$ cat config.mk
export PLATFORM = sky130hd
export DESIGN_NAME = fpaddsub_normalize_pipe
export DESIGN_NICKNAME = d
export VERILOG_FILES = /design/src/rtl/fpaddsub_normalize_pipe.sv
export SDC_FILE = /design/constraint.sdc
export NUM_CORES = 1
export LEC_CHECK = 0
export CELL_PAD_IN_SITES_DETAIL_PLACEMENT = 1
export CELL_PAD_IN_SITES_GLOBAL_PLACEMENT = 1
export CORE_UTILIZATION = 46
export CTS_BUF_LIST = sky130_fd_sc_hd__clkbuf_8
export CTS_CLUSTER_SIZE = 24
export DETAILED_ROUTE_END_ITERATION = 8
export PLACE_DENSITY_LB_ADDON = 0.25
export SYNTH_ARGS = -nofsm -noshare
export SYNTH_HDL_FRONTEND = slang
export SYNTH_SLANG_ARGS = --single-unit
$ cat constraint.sdc
create_clock -name CLK -period 5.97 [get_ports CLK]
set_clock_uncertainty 0.1 [all_clocks]
set_input_delay 1.194 -clock CLK [delete_from_list [all_inputs] [get_ports CLK]]
set_output_delay 1.194 -clock CLK [all_outputs]
set_load 0.005 [all_outputs]
$ cat src/rtl/fpaddsub_normalize_pipe.sv
// fpaddsub_normalize_pipe: two-stage FP add/sub normalize with internal LZC.
// Define NORM_SUBNORM_CLAMP_EN to clamp the shift for gradual underflow.
module fpaddsub_normalize_pipe #(
  parameter int MW = 23,
  parameter int EW = 8
) (
  input  logic          CLK,
  input  logic          RSTn,
  input  logic          InValid,
  output logic          InReady,
  input  logic [MW+2:0] Sum,
  input  logic          G,
  input  logic          PS,
  input  logic [EW-1:0] CExp,
  output logic          OutValid,
  input  logic          OutReady,
  output logic [MW-1:0] NormM,
  output logic [EW:0]   NormE,
  output logic          ZeroSum,
  output logic          NegE,
  output logic          OvfE,
  output logic          R,
  output logic          S
);

  localparam int LW = $clog2(MW + 3);

  typedef struct packed {
    logic [MW+2:0] sum;
    logic          g;
    logic          ps;
    logic [EW-1:0] cExp;
    logic [LW-1:0] lz;
  } s1_t;

  typedef struct packed {
    logic [MW-1:0] m;
    logic [EW:0]   e;
    logic          zero;
    logic          neg;
    logic          ovf;
    logic          r;
    logic          s;
  } s2_t;

  logic v1;
  logic v2;
  logic load2;
  s1_t  s1D;
  s1_t  s1Q;
  s2_t  s2D;
  s2_t  s2Q;

  assign load2   = ~v2 | OutReady;
  assign InReady = ~v1 | ~v2 | OutReady;

  always_comb begin
    s1D.sum  = Sum;
    s1D.g    = G;
    s1D.ps   = PS;
    s1D.cExp = CExp;
    s1D.lz   = LW'(MW + 2);
    for (int i = 0; i <= MW + 1; i++) begin
      if (Sum[i]) s1D.lz = LW'(MW + 1 - i);
    end
  end

  logic [EW:0]   lExt;
  logic [EW:0]   ls;
  logic [EW:0]   eSub;
  logic [MW+1:0] yLo;
`ifdef NORM_SUBNORM_CLAMP_EN
  logic [EW:0]   cLim;
  logic          yTop;
`endif

  always_comb begin
    lExt = (EW + 1)'(s1Q.lz);
`ifdef NORM_SUBNORM_CLAMP_EN
    // never shift the exponent below 1; leftover zeros stay subnormal
    cLim = {1'b0, s1Q.cExp} - (EW + 1)'(1);
    if (s1Q.cExp == '0) ls = '0;
    else if (lExt < cLim) ls = lExt;
    else ls = cLim;
    {yTop, yLo} = {s1Q.sum[MW+1:0], s1Q.g} << ls;
`else
    ls  = lExt;
    yLo = {s1Q.sum[MW:0], s1Q.g} << ls;
`endif
    eSub = {1'b0, s1Q.cExp} - ls;
  end

  always_comb begin
    s2D = '0;
    unique case (1'b1)
      ~|{s1Q.sum, s1Q.g}: begin
        s2D.zero = 1'b1;
      end
      s1Q.sum[MW+2]: begin
        s2D.m   = s1Q.sum[MW+1:2];
        s2D.r   = s1Q.sum[1];
        s2D.s   = s1Q.sum[0] | s1Q.g | s1Q.ps;
        s2D.e   = {1'b0, s1Q.cExp} + (EW + 1)'(1);
        s2D.ovf = s2D.e[EW];
      end
      default: begin
        s2D.m = yLo[MW+1:2];
        s2D.r = yLo[1];
        s2D.s = yLo[0] | s1Q.ps;
`ifdef NORM_SUBNORM_CLAMP_EN
        s2D.e = yTop ? eSub : '0;
`else
        s2D.e   = eSub;
        s2D.neg = eSub[EW];
`endif
      end
    endcase
  end

  always_ff @(posedge CLK or negedge RSTn) begin
    if (!RSTn) begin
      v1  <= 1'b0;
      v2  <= 1'b0;
      s1Q <= '0;
      s2Q <= '0;
    end else begin
      if (InReady) v1 <= InValid;
      if (InReady & InValid) s1Q <= s1D;
      if (load2) v2 <= v1;
      if (load2 & v1) s2Q <= s2D;
    end
  end

  assign OutValid = v2;
  assign NormM    = s2Q.m;
  assign NormE    = s2Q.e;
  assign ZeroSum  = s2Q.zero;
  assign NegE     = s2Q.neg;
  assign OvfE     = s2Q.ovf;
  assign R        = s2Q.r;
  assign S        = s2Q.s;

endmodule

==> metrics.yaml <==
run_status:
  status: "completed"
power:
  p_int_mw: 1.22
  comb_power_share_pct: 34.6
  p_per_area_nw_per_um2: 312
  pwr-share-seq_pct: 40.9
  switchingPower_mw: 0.642
  irDropWorstVdd_v: 0.000132
  leakage_nw: 2.39
  p_clk_share_pct: 24.5
  swShare_pct: 34.4
yosys:
  synth_nets: 571
  synth-async-reset-ratio_pct: 100
  synthDistinctLibCells: 57
  seq_area_frac_synth_pct: 40.8
  synth_edf_count: 0
  syn_area_per_cell_um2: 9.36
  synth_flop_cell: "dfrtp_1"
  ys_ff_latch: 80
  yosysWarnings: 0
  netlist_area_um2: 4910
  netlist_instances: 524
job:
  cap_violations: 0
sta:
  relSlewSlack_pct: 26.3
  layout_min_cycle_time_ns: 3.71
  grt_setup_unrepaired: "no"
  worst_slack_ns: 2.26
  finalHoldViolations: 0
  finalSetupTns_ns: 0
  worst_pin_slew_ns: 1.10
  setup_viol: 0
  slew_violations: 0
  fin_crit_sh_pct: 62.2
  max_freq_mhz: 269
route:
  drt_iter0_drc: 348
  wl_per_cell_um: 21.5
  wl_met3_um: 816
  dr_wl_met2_um: 7540
  drc: 0
  vias_per_cell: 6.21
  m1WireLength_um: 6940
  routed_wl_um: 15600
  route.vias.total: 4524
  top_layer: "met4"
  firstDrtPassIters: 8
  ant_nets: 0
critical_path:
  critPathMaxFanout: 5
  crit_required_ns: 4.68
  crit_type: "in2out"
  worstRegToRegCells: 8
  crit_path_start_kind: "input pin"
  cp-end-kind: "output pin"
  arrival_ns: 2.42
grt:
  grt_pass1_vias: 4668
  antenna_found_initial: 0
  grt_max_degree: 81
  overflow: 0
  track_usage_pct: 30.0
  grt_first_pass_wirelength_um: 25300
die:
  fp.dieH_um: 105
  core_um2: 10300
  start_util_pct: 47.5
  die-area_um2: 11100
  pin_count: 79
  die_width_um: 105
  rows: 37
finish:
  final_area_um2: 5980
  syn_to_final_growth_pct: 21.9
  diodes: 0
  nNetsFinal: 634
  drive_above_1_share_pct: 11.8
  final_common_cell: "dfrtp_1"
  layout_common_cells: "dfrtp_1 (80), clkdlybuf4s50_1 (77), nand2_1 (70)"
  final_util_pct: 57.9
  fin_cells: 728
placement:
  dp.cells: 712
  port-buffer-count: 78
  placed_cell_area_um2: 5750
  gp_congestion: 0.887
  dp_slack_ns: 2.26
  hpwlAfterDp_um: 11500
clock_tree:
  cts_root_buffer: "clkbuf_8"
  clock_path_buffers: 2
  ctsResizeCount: 0
  cts_buffers: 9
  cts_tree: "done"
  clkTransAtPathRegs_ns: 0.09
  htree_levels: 3
  cts.sinks: 80
  post-cts-setup-buffers: 0
  clock_latency_ns: 0.36
  hold_buffers: 0
hold_path:
  holdPathStages: 2
  min_path_type: "reg2reg"
[critical path: stages]
cell,delay [ns]
clkdlybuf4s50_1,0.47
nand3b_1,0.21
clkdlybuf4s50_1,0.55
[sequential cells by signal (all words and copies together), names as in the netlist, 5 cells and up]
signal,flops
s1Q,36
NormM,23
NormE,9
lExt,5
[area by class of cell]
cell class	count	area, um^2
fill	1167	4340
clock buffer	10	138
clock inverter	6	92.6
multi-input combinational	396	2700
timing repair buffer	84	823
sequential	80	2000
tap	136	170
inverter	16	60.1
[per-stage QoR]
stage	power, mW	hold WS, ns
floorplan	1.09	0.370
global placement	1.38	0.358
detailed placement	1.41	0.368
CTS	1.87	0.387
global route	1.96	0.409
finish	1.87	0.383
[worst paths after layout]
kind,startpoint,end,slack (ns)
max reg2reg,lExt[2],NormE[6],2.68
max,OutReady,InReady,2.26
min reg2reg,NormE[1],NormE[1],0.38
max in group asynchronous,RSTn,s1Q[37],4.23
min,NormE[1],NormE[1],0.38
min in group asynchronous,RSTn,NegE,0.88
[layer usage]
layer,track usage (%),up-vias
met5,0,-
met4,10.9,0
met1,40.5,2275
met3,4.95,28
met2,48.7,178
li1,-,2043
[power by group through the flow]
stage | Sequential [mW] | Combinational (mW) | Clock, mW
2_1_floorplan | 0.730 | 0.365 | 0
3_3_place_gp | 0.760 | 0.618 | 0
3_5_place_dp | 0.770 | 0.638 | 0
4_1_cts | 0.760 | 0.645 | 0.462
5_1_grt | 0.777 | 0.700 | 0.483
6_report | 0.763 | 0.646 | 0.457
[synthesized netlist by cell type, types with 3 or more instances]
master	number	area [um^2]
a31oi_1	8	50.1
inv_1	14	52.6
nand2b_1	4	25.0
a32oi_1	7	61.3
nor2b_1	4	25.0
mux4_2	10	225
nor3_1	8	40.0
nand4_1	5	31.3
buf_2	7	35.0
a211oi_1	3	22.5
a21oi_1	21	105
a221oi_1	12	105
xnor2_1	7	61.3
o211ai_1	7	52.6
xor2_1	3	26.3
dfrtp_1	80	2000
mux2i_1	32	320
o21ai_1	3	15.0
mux2_2	33	372
o21ai_0	31	155
nand3_1	18	90.1
nor4_1	12	75.1
clkbuf_1	18	67.6
nor2_1	56	210
ha_1	6	75.1
nand2_1	70	263
and3_1	4	25.0
buf_1	4	15.0
[logic make-up after synthesis]
logic type	after synthesis	share of synthesized area, %
simple gates	191	17.4
compound gates	113	15.2
flops	80	40.8
mux	75	18.7
buf+inv	48	4.23
xor+xnor	10	1.79
fa+ha+maj	7	1.94
No activity file was read; power rests on OpenSTA's default activity.
